## src/rtl/inv_addkey_col_serializer_pkg.sv

```systemverilog
// Shared decryption-datapath definitions: state geometry, the column
// serializer FSM encoding and the common column-select helper, so that
// InvShiftRows and the column collector agree on byte ordering.
package inv_addkey_col_serializer_pkg;

    localparam int NCOL    = 4;
    localparam int COL_W   = 32;
    localparam int STATE_W = NCOL * COL_W;
    localparam int IDX_W   = $clog2(NCOL);

    typedef enum logic {
        IDLE = 1'b0,
        EMIT = 1'b1
    } col_ser_state_e;

    // Column 0 lives in the most significant word of the state, column
    // NCOL-1 in the least significant word.
    function automatic logic [COL_W-1:0] inv_col_select(
        input logic [STATE_W-1:0] state,
        input logic [IDX_W-1:0]   idx
    );
        return state[(NCOL - 1 - int'(idx)) * COL_W +: COL_W];
    endfunction

endpackage

```

## src/rtl/inv_addkey_col_serializer.sv

```systemverilog
// AddRoundKey stage of the decryption datapath. A whole 128-bit state is
// XORed with its round key once on acceptance, held, and then streamed out
// as four 32-bit columns under a valid/ready handshake. A new block can be
// taken on the final column beat so that blocks follow with no bubble.
module inv_addkey_col_serializer
    import inv_addkey_col_serializer_pkg::*;
(
    input  logic               clk,
    input  logic               rst_n,
    input  logic               in_valid,
    output logic               in_ready,
    input  logic [STATE_W-1:0] state_in,
    input  logic [STATE_W-1:0] key_in,
    input  logic               last_round_in,
    output logic               col_valid,
    input  logic               col_ready,
    output logic [COL_W-1:0]   col_data,
    output logic [IDX_W-1:0]   col_idx,
    output logic               col_last,
    output logic               col_bypass
);

    localparam logic [IDX_W-1:0] LAST_IDX = IDX_W'(NCOL - 1);

    col_ser_state_e     state_q;
    col_ser_state_e     state_d;
    logic [IDX_W-1:0]   idx_q;
    logic [IDX_W-1:0]   idx_d;
    logic [STATE_W-1:0] hold_q;
    logic               bypass_q;
    logic               load;

    // Handshake decode: the block is free when idle, or when the final
    // column is leaving this very cycle.
    always_comb begin
        col_valid = (state_q == EMIT);
        col_last  = col_valid && (idx_q == LAST_IDX);
        in_ready  = (state_q == IDLE) || (col_last && col_ready);
        load      = in_valid && in_ready;
    end

    // Next-state and column-counter logic for the IDLE/EMIT sequencer.
    always_comb begin
        state_d = state_q;
        idx_d   = idx_q;
        unique case (state_q)
            IDLE: begin
                idx_d = '0;
                if (in_valid) begin
                    state_d = EMIT;
                end
            end
            EMIT: begin
                if (col_ready) begin
                    if (idx_q == LAST_IDX) begin
                        idx_d = '0;
                        if (!in_valid) begin
                            state_d = IDLE;
                        end
                    end else begin
                        idx_d = idx_q + IDX_W'(1);
                    end
                end
            end
            default: begin
                state_d = IDLE;
                idx_d   = '0;
            end
        endcase
    end

    // Sequencer state and column index registers.
    always_ff @(posedge clk or negedge rst_n) begin
        if (!rst_n) begin
            state_q <= IDLE;
            idx_q   <= '0;
        end else begin
            state_q <= state_d;
            idx_q   <= idx_d;
        end
    end

    // Capture the key-mixed state and the final-round flag once per block.
    always_ff @(posedge clk or negedge rst_n) begin
        if (!rst_n) begin
            hold_q   <= '0;
            bypass_q <= 1'b0;
        end else if (load) begin
            hold_q   <= state_in ^ key_in;
            bypass_q <= last_round_in;
        end
    end

    // Output words come purely from registers, so there is no path from
    // state_in to col_data.
    always_comb begin
        col_data   = inv_col_select(hold_q, idx_q);
        col_idx    = idx_q;
        col_bypass = bypass_q;
    end

endmodule

```

## config.mk

```make
export PLATFORM = sky130hd
export DESIGN_NAME = inv_addkey_col_serializer
export DESIGN_NICKNAME = d
export VERILOG_FILES = /design/src/rtl/inv_addkey_col_serializer_pkg.sv /design/src/rtl/inv_addkey_col_serializer.sv
export SDC_FILE = /design/constraint.sdc
export NUM_CORES = 1
export LEC_CHECK = 0
export ABC_CLOCK_PERIOD_IN_PS = 2700
export CAP_MARGIN = 0
export CORE_UTILIZATION = 25
export DETAILED_ROUTE_END_ITERATION = 8
export GPL_ROUTABILITY_DRIVEN = 0
export PLACE_DENSITY_LB_ADDON = 0.05
export SLEW_MARGIN = 40
export SYNTH_ARGS = -nofsm -noshare
export SYNTH_HDL_FRONTEND = slang
export SYNTH_SLANG_ARGS = --single-unit
```

## constraint.sdc

```tcl
create_clock -name clk -period 2.7 [get_ports clk]
set_clock_uncertainty 0.2 [all_clocks]
set_input_delay 0.54 -clock clk [delete_from_list [all_inputs] [get_ports clk]]
set_output_delay 0.54 -clock clk [all_outputs]
set_load 0.005 [all_outputs]
```

* Word level (Yosys, flattened, before mapping)
Cells that the tools add are included.
Storage, ports and cells: bits in registers 132, input port bits 261, output and inout bits 38
Operators by class: add/subtract/negate cells 2, eq/ne operators 2, shift operators 1, mux-type cells 7, bitwise gates (word level) 2, reductions and logical operators 4
Operators with widths (number):
- $shiftx A128 B8 Y32 | 1
- $xor A128 B128 Y128 | 1
- $mux W2 | 2
- $pmux W2 S2 | 1
- $logic_and A1 B1 Y1 | 3
- $mux W1 | 3
- $sub A2 B2 Y3 const A | 1
- $add A2 B1 Y2 const B | 1
- $eq A2 B2 Y1 const B | 1
- $ne A2 B2 Y1 const B | 1
- $pmux W1 S2 | 1
- $logic_or A1 B1 Y1 | 1
- $not A1 Y1 | 1

* Logic depth before layout (Yosys ltp)
depth after elaboration 5, mapped depth 6

* Worst setup path after synthesis
OpenSTA, ideal clock, no wires.
kind reg2out, start point reg idx_q[0] (netlist: col_idx[0]), end point out col_data[23], arrival time 1.384 ns, setup slack 0.576 ns, cell stages (with the launch flop) 4, buffers on the path 2, cell sequence dfrtp_1 buf_2 buf_2 mux4_2
Between the ends: longest elaborated chain between the ends 2
Ends and longest elaborated chain:
- start, declared | line inv_addkey_col_serializer.sv:27 | logic [IDX_W-1:0] idx_q;
- start signal, assigned | line inv_addkey_col_serializer.sv:79 | idx_q <= idx_d;
- $sub A2 B2 Y3 | line inv_addkey_col_serializer_pkg.sv:22 | return state[(NCOL - 1 - int'(idx)) * COL_W +: COL_W];
- $shiftx A128 B8 Y32 | line inv_addkey_col_serializer_pkg.sv:22
- end, declared | line inv_addkey_col_serializer.sv:17 | output logic [COL_W-1:0] col_data,
Every way passes these cells.

* Final worst setup path
start point reg idx_q[0] (netlist: col_idx[0]), end point out col_data[21]
Same word-level chain as after synthesis.

==> summary.md <==
| Metric | Value |
|---|---|
| Worst Hold Slack | 302 ps |
| Skew-Pair Late Insertion Delay | 410 ps |
| Crit path buf inv count | 2 |
| Synthesis-to-finish area growth | 57.4% |
| Cell with the most instances after synthesis | dfrtp_1 |
| IO Port Bufs | 298 |
| Boundary Pins | 299 |
| Final worst-path cycle share | 97.4% |
| Top post-synthesis cells by count | dfrtp_1 (132), xor2_1 (128), mux2_4 (110), mux4_2 (32), mux2_2 (19) |
| Worst max-slew margin expressed relative to the limit | 62.2% |
| Remaining Overflow, GRT | 0 |
| Largest delay share family, worst path | flip-flops |
| Core Footprint | 0.0287 sq mm |
| Global-route wire length before repair | 30100 um |
| Total power divided by cell area | 949 mW/mm^2 |
| Average footprint of a synthesized cell | 16.1 sq um |
| CTS Buffer Depth | 2 |
| Setup violations, final | 0 |
| Post-CTS clock slew at the launch and capture registers of the worst setup and hold paths | 60 ps |
| Sequence of cells on the critical path | buf_12 > mux4_2 > dlygate4sd2_1 |
| Number of sinks handled by clock tree synthesis | 132 |
| Transition at the pin with the smallest max-transition slack | 567 ps |
| Fraction of final layout cells sized beyond drive strength 1 | 29.3% |
| Post-detail-place hpwl | 14300 um |
| Max FO, Critical Path | 11 |
| Leading cell types by total area after synthesis | dfrtp_1 (45%), mux2_4 (23%), xor2_1 (15%), mux4_2 (9.9%), mux2_2 (2.9%) |
| Number of synthesized flops with an enable pin | 0 |
| Sum of negative setup slack | 0 ps |
| Crit-path max cell delay | 500 ps |
| Proportion of netlist area held by the largest area contributor | 45.4% |
| Syn Nets | 714 |
| Fraction of registers with async set/reset | 100% |
| Final number of hold-violating endpoints | 0 |
| TritonCTS clock tree | done |
| Nets | 1035 |
| Root Buffer Master | clkbuf_16 |
| # Max-Cap Violations | 0 |
| Drt first pass iters | 4 |
| Die boundary height | 173 um |
| Via count of the first global-routing pass | 5387 |
| Htree depth | 4 |
| Summed instance area of the synthesized netlist | 0.00728 sq mm |
| Average wire length per cell after detail routing | 16.3 um |
| Sort of element at the end of the critical path | output port |
| Via density | 3.99 |
| Max-slew violation count | 0 |
| Unrepaired setup endpoints after global routing | no |
| Post-Route WL | 19100 um |
| Kind of critical path | flip-flop to output port |
| Overall track demand over capacity in global routing | 13.1% |
| Synthesized instance count | 452 |
| Synth Warn # | 0 |
| Area leader, netlist | dfrtp_1 |
| HP Class | flip-flop to flip-flop |
| Number of antenna violations at the first check in global routing | 0 |
| Sequential share of the synthesized area | 45.4% |
| Initial Util | 25.4% |
| Num CTS Buffers | 17 |
| Leakage power | 5.14 nW |
| Number of placed cells counting well taps | 1129 |
| Standard-cell rows | 62 |
| Worst vdd ir | 0.440 mV |
| Area of the die | 0.0298 sq mm |
| Minimum clock period after layout | 2630 ps |
| Type of element launching the critical path | flip-flop |
| Number of antenna-violating nets in the routed design | 0 |
| Largest net degree at the start of global routing | 57 |
| Fillcell total | 2715 |
| Count of antenna diodes in the layout | 0 |
| Die X-Extent | 173 um |
| DRC violation count after routing | 0 |
| Critical path arrival | 1890 ps |
| Final std cells w/o fill | 1170 |
| Most common flop cell mapped by yosys | dfrtp_1 |
| Outcome | completed |
| Critical Path Slowest Stage Cell | dfrtp_4 |
| Number of synthesized register bits | 132 |
| Highest attainable clock frequency | 0.380 GHz |
| Total number of vias | 4673 |
| CP required | 1960 ps |
| Number of design-rule violations left by the first detailed-router iteration | 122 |
| Unique masters post-synth | 18 |
[per-stage QoR]
stage / area (sq um) / utilization (%) / worst slack, ps / total power [mW]
final: 11500 / 39.9 / 69.6 / 10.9
after global routing: 11500 / 39.9 / 0.512 / 11.5
after CTS: 11400 / 39.9 / 0.951 / 11.1
after detailed placement: 10800 / 37.7 / 144 / 8.83
after global placement: 10800 / 37.7 / 153 / 8.74
after floorplan: 7280 / - / 576 / 6.50
[final timing paths]
path	startpoint	endpoint	slack (ps)	depth (start not counted)
worst max-delay path	col_idx[0]$_DFFE_PN0P_	col_data[21]	70	3
worst min-delay path	hold_q[39]$_DFFE_PN0P_	hold_q[39]$_DFFE_PN0P_	300	1
worst max register to register	col_idx[0]$_DFFE_PN0P_	hold_q[36]$_DFFE_PN0P_	310	7
worst min register to register	hold_q[39]$_DFFE_PN0P_	hold_q[39]$_DFFE_PN0P_	300	1
max in group asynchronous	rst_n	hold_q[25]$_DFFE_PN0P_	1200	3
min in group asynchronous	rst_n	hold_q[67]$_DFFE_PN0P_	490	2
[what timing repair did]
action,CTS,global route
cloned,1,0
resized for setup,60,19
hold buffers,1,0
buffers inserted,7,0
endpoints found under the hold margin,53,0
setup endpoints to repair,32,19
[routing by layer]
metal  wire, um  part of all wire, %  GRT usage, %  up-vias
met5          0                    0             0        -
met4        212                  1.1          3.95        0
met3       1200                  6.3          3.94       11
met2       9240                   48          21.2      182
met1       8410                   44          16.9     2241
li1           -                    -             -     2239
[logic make-up after synthesis]
kind of cell | Yosys count | share of synthesized area, %
AO/OA/AOI/OAI | 1 | 0.223
XOR/XNOR | 129 | 15.5
multiplexers | 162 | 35.7
adder cells (fa/ha/maj) | 1 | 0.172
flip-flops | 132 | 45.4
AND/OR/NAND/NOR | 5 | 0.395
buffers and inverters | 22 | 2.66
[registers in the layout (all words and copies together) (netlist names)]
register,count
col_idx,2
col_valid,1
col_bypass,1
hold_q,128
[placed cells by master (no fill, tap or decap), types with 15 or more instances in the layout]
cell | Yosys | routed
clkdlybuf4s50_1 | 0 | 263
clkdlybuf4s15_1 | 0 | 19
clkbuf_16 | 0 | 17
mux2_4 | 110 | 110
mux2_2 | 19 | 19
xor2_1 | 128 | 128
buf_4 | 2 | 15
mux4_2 | 32 | 32
dfrtp_1 | 132 | 130
[area by class of cell]
type | instances | area (sq um) | share of cell area [%]
multi-input cells | 298 | 3800 | 33.1
flip-flops and latches | 132 | 3310 | 28.9
repair buffers | 324 | 3270 | 28.6
well taps | 384 | 480 | 4.19
clock buffers | 20 | 457 | 3.99
clock inverters | 12 | 144 | 1.26
[report_power, final]
group          internal (mW)  leakage [nW]  switching, mW
registers               3.00          1.57          0.569
clock network           1.43         0.285          0.910
logic                   3.38          3.28           1.59
total                   7.81          5.14           3.07
No activity file was read; power rests on OpenSTA's default activity.
